--- config.mk ---
export PLATFORM = sky130hd
export DESIGN_NAME = apb_master
export DESIGN_NICKNAME = d
export VERILOG_FILES = /design/src/rtl/apb_master.sv
export SDC_FILE = /design/constraint.sdc
export NUM_CORES = 1
export LEC_CHECK = 0
export BUFFER_PORTS_ARGS = -buffer_cell sky130_fd_sc_hd__buf_4
export CAP_MARGIN = 15
export CORE_ASPECT_RATIO = 1.5
export CORE_MARGIN = 3
export CORE_UTILIZATION = 61
export DETAILED_ROUTE_END_ITERATION = 8
export MAX_ROUTING_LAYER = met4
export PLACE_DENSITY = 0.84
export SETUP_SLACK_MARGIN = 0.02
export SLEW_MARGIN = 40
export SYNTH_ARGS = -nofsm -noshare
export SYNTH_HDL_FRONTEND = slang
export SYNTH_SLANG_ARGS = --single-unit
--- constraint.sdc ---
create_clock -name clk -period 9.52 [get_ports clk]
set_clock_uncertainty 0.15 [all_clocks]
set_input_delay 1.904 -clock clk [delete_from_list [all_inputs] [get_ports clk]]
set_output_delay 1.904 -clock clk [all_outputs]
set_load 0.02 [all_outputs]
--- src/rtl/apb_master.sv ---
// ---------------------------------------------------------------------------
// apb_master -- queued command front end driving a single APB3 slave.
//
// Commands are pushed into an in-order FIFO (CMD_DEPTH entries) and replayed
// one at a time as APB SETUP/ACCESS transfers. Reads add one RDWAIT cycle in
// which apb_rdata is captured; the data comes out on rsp_rdata with a
// one-cycle rsp_valid strobe. Writes produce no response.
//
// Widths come from `AWIDTH / `DWIDTH (normally supplied by macros.vh); a
// 32-bit fallback is defined here if the including build has not set them.
//
// Optional feature: define APB_MASTER_STATS_EN to add 16-bit wr_count /
// rd_count transfer counters as extra outputs.
//
// Ports:
//   clk, rst                 clock, asynchronous active-high reset
//   cmd_valid/cmd_ready      command handshake (ready = FIFO not full)
//   cmd_write/addr/wdata     command payload
//   rsp_valid/rsp_rdata      read response strobe and held read data
//   apb_addr/sel/enable/write/wdata/rdata   APB master-side signals
//   wr_count/rd_count        transfer counters (APB_MASTER_STATS_EN only)
//   busy                     FIFO non-empty or a transfer in progress
// ---------------------------------------------------------------------------
`ifndef AWIDTH
`define AWIDTH 32
`endif
`ifndef DWIDTH
`define DWIDTH 32
`endif

module apb_master #(
    parameter int CMD_DEPTH = 4
) (
    input  logic               clk,
    input  logic               rst,
    input  logic               cmd_valid,
    output logic               cmd_ready,
    input  logic               cmd_write,
    input  logic [`AWIDTH-1:0] cmd_addr,
    input  logic [`DWIDTH-1:0] cmd_wdata,
    output logic               rsp_valid,
    output logic [`DWIDTH-1:0] rsp_rdata,
    output logic [`AWIDTH-1:0] apb_addr,
    output logic               apb_sel,
    output logic               apb_enable,
    output logic               apb_write,
    output logic [`DWIDTH-1:0] apb_wdata,
    input  logic [`DWIDTH-1:0] apb_rdata,
`ifdef APB_MASTER_STATS_EN
    output logic [15:0]        wr_count,
    output logic [15:0]        rd_count,
`endif
    output logic               busy
);

    localparam int AW = `AWIDTH;
    localparam int DW = `DWIDTH;
    localparam int PW = (CMD_DEPTH > 1) ? $clog2(CMD_DEPTH) : 1;

    typedef enum logic [1:0] {IDLE, SETUP, ACCESS, RDWAIT} state_t;

    // -----------------------------------------------------------------------
    // Command FIFO
    // -----------------------------------------------------------------------
    logic          fifo_wr   [CMD_DEPTH];
    logic [AW-1:0] fifo_addr [CMD_DEPTH];
    logic [DW-1:0] fifo_data [CMD_DEPTH];
    logic [PW-1:0] wr_ptr, rd_ptr;
    logic [PW:0]   count;
    logic          empty, push, pop;

    assign empty     = (count == '0);
    assign cmd_ready = (count != CMD_DEPTH[PW:0]);
    assign push      = cmd_valid && cmd_ready;

    // Depth is a power of two, so the pointers wrap by plain overflow.
    always_ff @(posedge clk or posedge rst) begin
        if (rst) begin
            wr_ptr <= '0;
            rd_ptr <= '0;
            count  <= '0;
        end else begin
            if (push) wr_ptr <= wr_ptr + 1'b1;
            if (pop)  rd_ptr <= rd_ptr + 1'b1;
            case ({push, pop})
                2'b10:   count <= count + 1'b1;
                2'b01:   count <= count - 1'b1;
                default: count <= count;
            endcase
        end
    end

    // Storage needs no reset: an entry is only read after it was written.
    always_ff @(posedge clk) begin
        if (push) begin
            fifo_wr[wr_ptr]   <= cmd_write;
            fifo_addr[wr_ptr] <= cmd_addr;
            fifo_data[wr_ptr] <= cmd_wdata;
        end
    end

    // -----------------------------------------------------------------------
    // Transfer FSM
    // -----------------------------------------------------------------------
    state_t state, next_state;

    always_ff @(posedge clk or posedge rst) begin
        if (rst) state <= IDLE;
        else     state <= next_state;
    end

    always_comb begin
        next_state = state;
        case (state)
            IDLE:    if (!empty) next_state = SETUP;
            SETUP:   next_state = ACCESS;
            // apb_write still holds the flag of the transfer now completing.
            ACCESS:  if (!apb_write)  next_state = RDWAIT;
                     else if (!empty) next_state = SETUP;
                     else             next_state = IDLE;
            RDWAIT:  next_state = empty ? IDLE : SETUP;
            default: next_state = IDLE;
        endcase
    end

    // Outputs are decoded from the next state and registered, so every APB
    // signal leaves a flop. SETUP is only ever entered by popping the head.
    logic sel_d, en_d, rsp_valid_d;

    always_comb begin
        pop         = (next_state == SETUP);
        sel_d       = (next_state == SETUP) || (next_state == ACCESS);
        en_d        = (next_state == ACCESS);
        rsp_valid_d = (state == RDWAIT);
    end

    always_ff @(posedge clk or posedge rst) begin
        if (rst) begin
            apb_sel    <= 1'b0;
            apb_enable <= 1'b0;
            apb_write  <= 1'b0;
            apb_addr   <= '0;
            apb_wdata  <= '0;
            rsp_valid  <= 1'b0;
            rsp_rdata  <= '0;
        end else begin
            apb_sel    <= sel_d;
            apb_enable <= en_d;
            rsp_valid  <= rsp_valid_d;
            // Address/control only change on a pop, so they are stable from
            // SETUP through ACCESS (and RDWAIT, where apb_rdata is sampled).
            if (pop) begin
                apb_write <= fifo_wr[rd_ptr];
                apb_addr  <= fifo_addr[rd_ptr];
                apb_wdata <= fifo_data[rd_ptr];
            end
            if (state == RDWAIT) rsp_rdata <= apb_rdata;
        end
    end

    assign busy = !empty || (state != IDLE);

`ifdef APB_MASTER_STATS_EN
    // -----------------------------------------------------------------------
    // Transfer counters, free-running and wrapping at 16 bits.
    // -----------------------------------------------------------------------
    always_ff @(posedge clk or posedge rst) begin
        if (rst) begin
            wr_count <= '0;
            rd_count <= '0;
        end else begin
            if (state == ACCESS && apb_write) wr_count <= wr_count + 16'd1;
            if (rsp_valid)                    rd_count <= rd_count + 16'd1;
        end
    end
`endif

endmodule

==> results.cfg <==
[logic_synthesis]
yosys-top-cells-area = edfxtp_1 (57%), dfrtp_1 (20%), mux2i_1 (9.5%), o221ai_1 (4.2%), nand2b_1 (3.1%)
ys_types = 25
ys_seq_area_share_pct = 76.9
ys.flop_type = edfxtp_1
synth_top_area_share_pct = 57.0
syn_inst = 744
synth_top_area_cell = edfxtp_1
synth_edf_count = 260
yosys_warnings = 0
synth.ff_latch_count = 369
avgSynthCellArea_um2 = 18.4
ys_top_cells_by_count = edfxtp_1 (260), mux2i_1 (130), dfrtp_1 (109)
async_reset_ff_share_pct = 29.5
syn_nets = 852
synthMostInstantiatedCell = edfxtp_1
synth_area_um2 = 13700

[clock_network]
cts_made_buffers = 31
clockBufferDepth = 3
hold_buffers = 0
path_clk_slew_ns = 0.07
cts_root_buf = clkbuf_16
cts_tree = built
cts_max_level = 1
post_cts_buffers = 0
cts_resized = 0
insertion_delay_ns = 0.56
clkSinkCount = 369

[drt]
drc = 0
routed_via_density = 5.83
wl_met2_um = 14700
ant_nets = 0
dr.pass1.iters = 4
vias = 7276
wl_per_cell_um = 22.1
routed_wl_um = 27600
wl_met1_um = 10300
met3_length_um = 1810
top_layer = met4
drtIter0Drc = 468

[run]
max_cap_viol_count = 0

[power_and_ir_drop]
power.internal_uw = 3850
p_sw_uw = 1960
vdd_drop_max_uv = 240
pwr-share-clk_pct = 21.3
seqPwrFrac_pct = 42.3
p_comb_share_pct = 36.3
power_density_nw_per_um2 = 350
swShare_pct = 33.7
p_leak_uw = 0.00661

[status]
status = finished clean

[worst_setup_path]
path_cells = or3_2 -> or3_1 -> buf_4
crit_buf_inv = 1
worstPathMaxFanout = 4
crit_family = simple AND/OR/NAND/NOR gates
cpMaxStageDelayCell = or3_2
cp.arrival_ns = 2.02
endpoint_kind = primary output
crit_required_ns = 7.47
critical_path_class = flip-flop to primary output
critPathMaxStageDelay_ns = 0.53
worstSetupStartpointType = flip-flop

[timing]
slew_headroom_pct = 46.0
min_period_ns = 4.08
worstMarginPinSlew_ns = 0.811
rsz0062_at_grt = no
maxSlewViolCount = 0
fmax_mhz = 245
min_period_over_period_pct = 42.8
layout_setup_ws_ns = 5.44
hold_ws_ns = 0.347
setup_violations = 0
hold_viol_final = 0
setup_tns_ns = 0

[floorplanning]
rows = 66
core_area_um2 = 21900
num_io_pins = 202
fp.dieH_um = 190
start_util_pct = 62.6
dieArea_um2 = 24300
die_width_um = 128

[finish]
regArea_um2 = 10500
layout-drive-gt1-share_pct = 31.2
antenna_cells = 0
nNetsFinal = 1060
syn_to_final_growth_pct = 21.0
multi_input_area_um2 = 2970
final_cell_area_um2 = 16600
fillCellCount = 1294

[placement]
place_congestion = 0.776
preCtsSetupSlack_ns = 5.99
post_dp_cell_area_um2 = 15600
dp.final_hpwl_um = 16900
numPortBuffers = 201

[global_routing]
grt_max_degree = 71
antenna_found_initial = 0
grt_pass1_wl_um = 41900
grt_usage_pct = 23.0
overflow = 0
grt_pass1_vias = 7575

[hold_path]
worst_hold_path_type = flip-flop to flip-flop
per-layer routing:
metal | global-route usage [%] | vias to the layer above
met5 | - | -
met4 | 7.27 | 0
met3 | 2.84 | 58
met2 | 40.5 | 305
met1 | 27.7 | 3630
li1 | - | 3283
sequential cells by signal (all words and copies together) (netlist names):
| register | count |
|---|---|
| fifo_data | 128 |
| state | 2 |
| fifo_addr | 128 |
| fifo_wr | 4 |
| apb_enable | 1 |
| rd_ptr | 2 |
| rsp_valid | 1 |
| apb_write | 1 |
| count | 3 |
| apb_wdata | 32 |
| apb_addr | 32 |
| wr_ptr | 2 |
| apb_sel | 1 |
| rsp_rdata | 32 |
kinds of logic (layout without fill, tap and decap cells):
family          count (synthesis)  in the layout  synth area share, %
buf+inv                        45            278                 1.58
mux                           164            164                 12.3
compound gates                 66             66                 4.19
simple gates                   86             86                 3.86
fa+ha+maj                       8              8                0.785
flops                         369            369                 76.9
xor+xnor                        6              6                0.383
final timing paths:
| path | endpoint | cells after the start | slack, ns | startpoint |
|---|---|---|---|---|
| max | busy | 3 | 5.44 | count[0] |
| min | count[2] | 1 | 0.35 | count[2] |
| max reg2reg | apb_wdata[31] | 8 | 6.18 | count[0] |
| min reg2reg | count[2] | 1 | 0.35 | count[2] |
| max in group asynchronous | rsp_rdata[25] | 3 | 6.63 | rst |
| min in group asynchronous | apb_wdata[10] | 2 | 1.33 | rst |
stage by stage:
stage,power (uW),cells,util (%)
global placement,4480,1184,70.5
finish,5800,1249,75.7
floorplan,3810,744,-
CTS,5850,1249,75.7
detailed placement,4590,1191,71.2
global route,6080,1249,75.7
worst register-to-register path, cell delays in order, from the launching register on:
cell and delay (ns):
dfrtp_1 0.43, or3_2 0.54, nand2_1 0.09, nand2_1 0.07
ha_2 0.17, buf_4 0.32, nand2_2 0.67, buf_4 0.53
o221ai_1 0.22
placed cells by master, fill, tap and decap left out, drive strengths merged, types with 4 or more instances in the layout:
cell    synthesis  final
clkinv          0     11
clkbuf         14     41
dfrtp         109    109
nand2           7      7
and3            4      4
nand2b         67     67
mux2           34     34
xnor2           4      4
buf            25    214
o221ai         65     65
edfxtp        260    260
ha              7      7
mux2i         130    130
inv             6      7
power by group through the flow:
stage          Clock (uW)  Sequential (uW)  Combinational [uW]
2_1_floorplan           0             2660                1150
3_3_place_gp            0             2530                1950
3_5_place_dp            0             2480                2110
4_1_cts              1250             2460                2140
5_1_grt              1320             2500                2260
6_report             1240             2460                2110
final cells by class:
| class | count | share of cell area [%] |
|---|---|---|
| Clock buffer | 41 | 5.03 |
| Clock inverter | 17 | 1.00 |
| Inverter | 6 | 0.151 |
| Multi-Input combinational cell | 330 | 17.9 |
| Sequential cell | 369 | 63.6 |
| Tap cell | 272 | 2.05 |
| Timing Repair Buffer | 214 | 10.2 |
Power figures use the tool's default switching activity.
